`config.mk`:
```
export PLATFORM = sky130hd
export DESIGN_NAME = act_mem_reader_flat
export DESIGN_NICKNAME = d
export VERILOG_FILES = /design/src/rtl/act_mem_reader_if.sv /design/src/rtl/act_mem_reader.sv /design/src/flat_wrapper.sv
export SDC_FILE = /design/constraint.sdc
export NUM_CORES = 1
export LEC_CHECK = 0
export BUFFER_PORTS_ARGS = -buffer_cell sky130_fd_sc_hd__buf_2
export CORE_UTILIZATION = 49
export CTS_CLUSTER_DIAMETER = 50
export DETAILED_ROUTE_END_ITERATION = 10
export HOLD_SLACK_MARGIN = 0.12
export PLACE_DENSITY = 0.78
export SLEW_MARGIN = 40
export SYNTH_ARGS = -nofsm -noshare
export SYNTH_HDL_FRONTEND = slang
export SYNTH_SLANG_ARGS = --single-unit
```
`constraint.sdc`:
```
create_clock -name clk -period 5.3 [get_ports clk]
set_clock_uncertainty 0.2 [all_clocks]
set_input_delay 0.53 -clock clk [delete_from_list [all_inputs] [get_ports clk]]
set_output_delay 0.53 -clock clk [all_outputs]
set_load 0.005 [all_outputs]
```
`src/rtl/act_mem_reader_if.sv`:
```
// Output beat stream of the activation-memory reader.
// Payload is a memory word tagged with its entry/y/x indices.
interface act_mem_reader_if #(
  parameter int DATA_SIZE = 64
);
  logic                 out_valid;
  logic                 out_ready;
  logic [DATA_SIZE-1:0] out_data;
  logic [15:0]          out_entry;
  logic [15:0]          out_y;
  logic [15:0]          out_x;
  logic                 out_last;

  modport master (
    output out_valid,
    output out_data,
    output out_entry,
    output out_y,
    output out_x,
    output out_last,
    input  out_ready
  );

  modport slave (
    input  out_valid,
    input  out_data,
    input  out_entry,
    input  out_y,
    input  out_x,
    input  out_last,
    output out_ready
  );
endinterface

```
`src/rtl/act_mem_reader.sv`:
```
// Streams entry ranges out of an activation memory.
// Walks x, then y, then entry; one registered word per beat.
module act_mem_reader #(
  parameter int ENTRY_NUM = 16,
  parameter int DIM       = 1,
  parameter int DATA_SIZE = 64
) (
  input  logic                 clk,
  input  logic                 rst,
  input  logic                 start,
  input  logic [15:0]          entry_base,
  input  logic [15:0]          entry_count,
  output logic                 busy,
  output logic                 done,
  output logic                 err,
  output logic [15:0]          read_index_entry,
  output logic [15:0]          read_index_y,
  output logic [15:0]          read_index_x,
  input  logic [DATA_SIZE-1:0] mem_data,
  act_mem_reader_if.master     ob
);
  typedef enum logic [1:0] {
    IDLE,
    RUN,
    DRAIN
  } state_t;

  localparam logic [15:0] DMAX = 16'(DIM - 1);
  localparam logic [16:0] ELIM = 17'(ENTRY_NUM);

  state_t      state;
  logic [15:0] last_entry;
  logic [16:0] req_end;
  logic        free;
  logic        x_end;
  logic        y_end;
  logic        at_last;

  assign req_end = {1'b0, entry_base} + {1'b0, entry_count};
  assign free    = !ob.out_valid || ob.out_ready;
  assign x_end   = read_index_x == DMAX;
  assign y_end   = read_index_y == DMAX;
  assign at_last = x_end && y_end &&
                   read_index_entry == last_entry;

  always_ff @(posedge clk or posedge rst) begin
    if (rst) begin
      state            <= IDLE;
      busy             <= 1'b0;
      done             <= 1'b0;
      err              <= 1'b0;
      last_entry       <= '0;
      read_index_entry <= '0;
      read_index_y     <= '0;
      read_index_x     <= '0;
      ob.out_valid     <= 1'b0;
      ob.out_last      <= 1'b0;
      ob.out_data      <= '0;
      ob.out_entry     <= '0;
      ob.out_y         <= '0;
      ob.out_x         <= '0;
    end else begin
      done <= 1'b0;
      err  <= 1'b0;
      unique case (state)
        IDLE: begin
          if (start) begin
            if (entry_count == '0) begin
              done <= 1'b1;
            end else if (req_end > ELIM) begin
              done <= 1'b1;
              err  <= 1'b1;
            end else begin
              state            <= RUN;
              busy             <= 1'b1;
              last_entry       <= entry_base + entry_count - 16'd1;
              read_index_entry <= entry_base;
              read_index_y     <= '0;
              read_index_x     <= '0;
            end
          end
        end
        RUN: begin
          if (free) begin
            ob.out_valid <= 1'b1;
            ob.out_last  <= at_last;
            ob.out_data  <= mem_data;
            ob.out_entry <= read_index_entry;
            ob.out_y     <= read_index_y;
            ob.out_x     <= read_index_x;
            // Indices freeze on the final word; DRAIN only waits for accept.
            if (at_last) begin
              state <= DRAIN;
            end else if (!x_end) begin
              read_index_x <= read_index_x + 16'd1;
            end else begin
              read_index_x <= '0;
              if (!y_end) begin
                read_index_y <= read_index_y + 16'd1;
              end else begin
                read_index_y     <= '0;
                read_index_entry <= read_index_entry + 16'd1;
              end
            end
          end
        end
        DRAIN: begin
          if (ob.out_valid && ob.out_ready) begin
            ob.out_valid <= 1'b0;
            ob.out_last  <= 1'b0;
            done         <= 1'b1;
            busy         <= 1'b0;
            state        <= IDLE;
          end
        end
        default: state <= IDLE;
      endcase
    end
  end
endmodule
```
`src/flat_wrapper.sv`:
```
// flat-port wrapper written by rule: the top's interface ports become plain ports
module act_mem_reader_flat 
#(
  parameter int ENTRY_NUM = 16,
  parameter int DIM       = 1,
  parameter int DATA_SIZE = 64
)
  (clk, rst, start, entry_base, entry_count, busy, done, err, read_index_entry, read_index_y, read_index_x, mem_data, ob_out_valid, ob_out_data, ob_out_entry, ob_out_y, ob_out_x, ob_out_last, ob_out_ready);
  act_mem_reader_if #(.DATA_SIZE(DATA_SIZE)) ob_i ();
  input  logic clk;
  input  logic rst;
  input  logic start;
  input  logic [15:0] entry_base;
  input  logic [15:0] entry_count;
  output logic busy;
  output logic done;
  output logic err;
  output logic [15:0] read_index_entry;
  output logic [15:0] read_index_y;
  output logic [15:0] read_index_x;
  input  logic [DATA_SIZE-1:0] mem_data;
  output wire logic [$bits(ob_i.out_valid)-1:0] ob_out_valid;
  output wire logic [$bits(ob_i.out_data)-1:0] ob_out_data;
  output wire logic [$bits(ob_i.out_entry)-1:0] ob_out_entry;
  output wire logic [$bits(ob_i.out_y)-1:0] ob_out_y;
  output wire logic [$bits(ob_i.out_x)-1:0] ob_out_x;
  output wire logic [$bits(ob_i.out_last)-1:0] ob_out_last;
  input wire logic [$bits(ob_i.out_ready)-1:0] ob_out_ready;
  assign ob_out_valid = ob_i.out_valid;
  assign ob_out_data = ob_i.out_data;
  assign ob_out_entry = ob_i.out_entry;
  assign ob_out_y = ob_i.out_y;
  assign ob_out_x = ob_i.out_x;
  assign ob_out_last = ob_i.out_last;
  assign ob_i.out_ready = ob_out_ready;
  act_mem_reader #(.ENTRY_NUM(ENTRY_NUM), .DIM(DIM), .DATA_SIZE(DATA_SIZE)) u_core (.clk(clk), .rst(rst), .start(start), .entry_base(entry_base), .entry_count(entry_count), .busy(busy), .done(done), .err(err), .read_index_entry(read_index_entry), .read_index_y(read_index_y), .read_index_x(read_index_x), .mem_data(mem_data), .ob(ob_i));
endmodule
```
==> flow_metrics.env <==
export IMPL_path_buf_inv=1
export IMPL_synth_net_count=1133
export IMPL_synth_avg_cell_area_um2=10.4
export IMPL_ys_types=69
export IMPL_reg2reg_depth=12
export IMPL_setup_violations_final=0
export IMPL_cts_resized=0
export IMPL_cap_viol_max_count=0
export IMPL_required_ns=5.40
export IMPL_hpwl_mm=20.7
export IMPL_synth_flop_cell="dfrtp_1"
export IMPL_htreeDepth=4
export IMPL_crit_cells=12
export IMPL_grt_pass1_vias=8124
export IMPL_drv_slew=0
export IMPL_crit_type="primary input to flop"
export IMPL_crit_chain="buf_2, ha_1, fa_1, a211oi_1, nor4_1, nand4b_1, nor4_1, nand4_1, nor4_4, nor2_2, or3_1, o41ai_1"
export IMPL_io_pins=265
export IMPL_power_density_nw_per_um2=304
export IMPL_async_flop_share_pct=100
export IMPL_cts_root_buf="clkbuf_16"
export IMPL_slowest_stage="or3_1"
export IMPL_status="finished clean"
export IMPL_drive_gt1_share_pct=34.5
export IMPL_synth_warnings=0
export IMPL_period_minus_slack_ns=4.22
export IMPL_routed_wl_mm=27.0
export IMPL_holdPathStages=2
export IMPL_cts_sinks=183
export IMPL_portBuffers=264
export IMPL_tightest_slew_ns=0.758
export IMPL_crit_family="simple AND/OR/NAND/NOR gates"
export IMPL_fp_dieW_um=146
export IMPL_std_cell_rows=52
export IMPL_synth_seq_cells=183
export IMPL_slowest_delay_ns=0.65
export IMPL_yosysSeqAreaShare_pct=45.0
export IMPL_overflow=0
export IMPL_wl_per_cell_um=17.8
export IMPL_via_per_inst=5.61
export IMPL_finalHoldViolCount=0
export IMPL_synth_edf_count=0
export IMPL_synth_cells=978
export IMPL_cts_made_buffers=17
export IMPL_grt_pass1_wl_mm=42.8
export IMPL_clock_latency_ns=0.42
export IMPL_timing_critical_path_arrival_ns=4.32
export IMPL_netlist_area_um2=10200
export IMPL_rsz0062_at_grt="false"
export IMPL_area_delta_synth_final_pct=22.6
export IMPL_grt_util_all_layers_pct=25.7
export IMPL_cp_common_cell="nor4_1"
export IMPL_drt_iter0_drc=547
export IMPL_power_leakage_nw=6.73
export IMPL_startpoint_type="primary input"
export IMPL_end_kind="flop"
export IMPL_vias=8503
export IMPL_postCtsSetupBuffers=0
export IMPL_core_area_um2=20300
export IMPL_fmax_mhz=237
export IMPL_cp_max_fo=18
export IMPL_drc_errors=0
export IMPL_hold_path_class="primary input to flop"
export IMPL_antenna_found_initial=1
export IMPL_nNetsFinal=1388
export IMPL_max_vdd_ir_drop_v=0.000205
export IMPL_clkTransAtPathRegs_ns=0.07
export IMPL_grt_max_degree=79
export IMPL_die_area_um2=21300
export IMPL_die_h_um=146
export IMPL_start_util_pct=50.1
export IMPL_cts_tree="done"
export IMPL_finish_utilization_pct=61.4
export IMPL_timing_final_crit_share_pct=79.6
export IMPL_pre_cts_ws_ns=0.647
export IMPL_layout_commonest_cell="buf_2"
export IMPL_gp_congestion=0.902
export IMPL_setup_tns_ns=0
export IMPL_cts_max_path_buffers=2
export IMPL_first_pass_iters=5
export IMPL_max_slew_margin_pct=49.5
export IMPL_timing_final_ws_setup_ns=1.08
export IMPL_ant_nets=0
export IMPL_layout_common_cells="buf_2, dfrtp_1, mux2_2"
-- area by class of cell --
cell class              instances  area [um^2]
fillers                      1661         7840
multi-input cells             672         5120
flip-flops and latches        183         4580
repair buffers                275         1470
clock buffers                  19          443
well taps                     270          338
inverters                      84          319
clock inverters                12          191
diodes                          1         2.50
-- registers in the layout, indices dropped and copies added (netlist names) --
register                 flops
u_core.read_index_x         16
u_core.state                 2
u_core.ob.out_last           1
u_core.busy                  1
u_core.last_entry           16
u_core.ob.out_y             16
u_core.done                  1
u_core.ob.out_data          64
u_core.read_index_entry     16
u_core.read_index_y         16
u_core.ob.out_entry         16
u_core.err                   1
u_core.ob.out_x             16
u_core.ob.out_valid          1
-- cells in the mapped netlist, drive strengths merged (10+ instances only) --
cell	n	share of area, %
nor4	19	1.4
a21oi	36	1.8
inv	83	3.1
nor3	15	0.74
dfrtp	183	45
mux2	118	13
o21ai	68	3.3
a2bb2oi	10	0.86
nand2b	19	1.2
ha	53	6.5
clkbuf	30	1.1
nand2	52	1.9
xor2	12	1.0
xnor2	19	1.6
nor2	43	1.6
o31ai	27	2.0
and3	27	1.7
nand3	27	1.4
nand4	12	0.80
-- metal layers --
| metal | GRT usage [%] | vias to the layer above | part of all wire [%] |
|---|---|---|---|
| li1 | - | 4020 | - |
| met1 | 31.0 | 4106 | 40 |
| met2 | 44.4 | 310 | 50 |
| met3 | 4.59 | 67 | 5.2 |
| met4 | 13.0 | 0 | 4.6 |
| met5 | 0 | - | 0 |
-- logic make-up after synthesis --
kind of cell / Yosys count / synth area share, %
and+or+nand+nor: 250 / 13.1
xor gates and xnor gates: 31 / 2.67
adders and majority gates: 55 / 6.92
AOI/OAI and AO/OA: 209 / 13.6
muxes: 127 / 14.0
DFF: 183 / 45.0
buffers and inverters: 123 / 4.71
-- report_power, final --
group          leakage [nW]  switching [W]  internal, W
clock network         0.307       0.000535     0.000810
registers              2.48       0.000141      0.00149
logic                  3.94       0.000461     0.000359
-- per-stage QoR --
step | instance area, um^2 | std cells | hold WS (ns) | power, W
2_1_floorplan | 10200 | 978 | 0.272 | 0.00214
3_3_place_gp | 11700 | 1478 | 0.257 | 0.00244
3_5_place_dp | 11800 | 1480 | 0.268 | 0.00247
4_1_cts | 12500 | 1515 | 0.121 | 0.00382
5_1_grt | 12500 | 1516 | 0.121 | 0.00398
6_report | 12500 | 1516 | 0.139 | 0.00379
-- repair_timing --
item,in CTS,in global routing
endpoints found under the hold margin,46,0
hold buffers,4,0
endpoints found under the setup margin,0,0
-- worst paths after layout --
check                                                      end  slack [ns]                                from
max                        u_core.read_index_x[10]$_DFFE_PP0P_        1.08                       entry_base[0]
min                         u_core.ob.out_data[54]$_DFFE_PP0P_        0.14                        mem_data[54]
max reg2reg                 u_core.read_index_y[6]$_DFFE_PP0P_        1.53  u_core.read_index_x[0]$_DFFE_PP0P_
min reg2reg                 u_core.ob.out_entry[6]$_DFFE_PP0P_        0.28  u_core.ob.out_entry[6]$_DFFE_PP0P_
max in group asynchronous   u_core.ob.out_data[53]$_DFFE_PP0P_        3.40                                 rst
min in group asynchronous       u_core.ob.out_y[9]$_DFFE_PP0P_        0.51                                 rst
No activity file was read; power rests on OpenSTA's default activity.
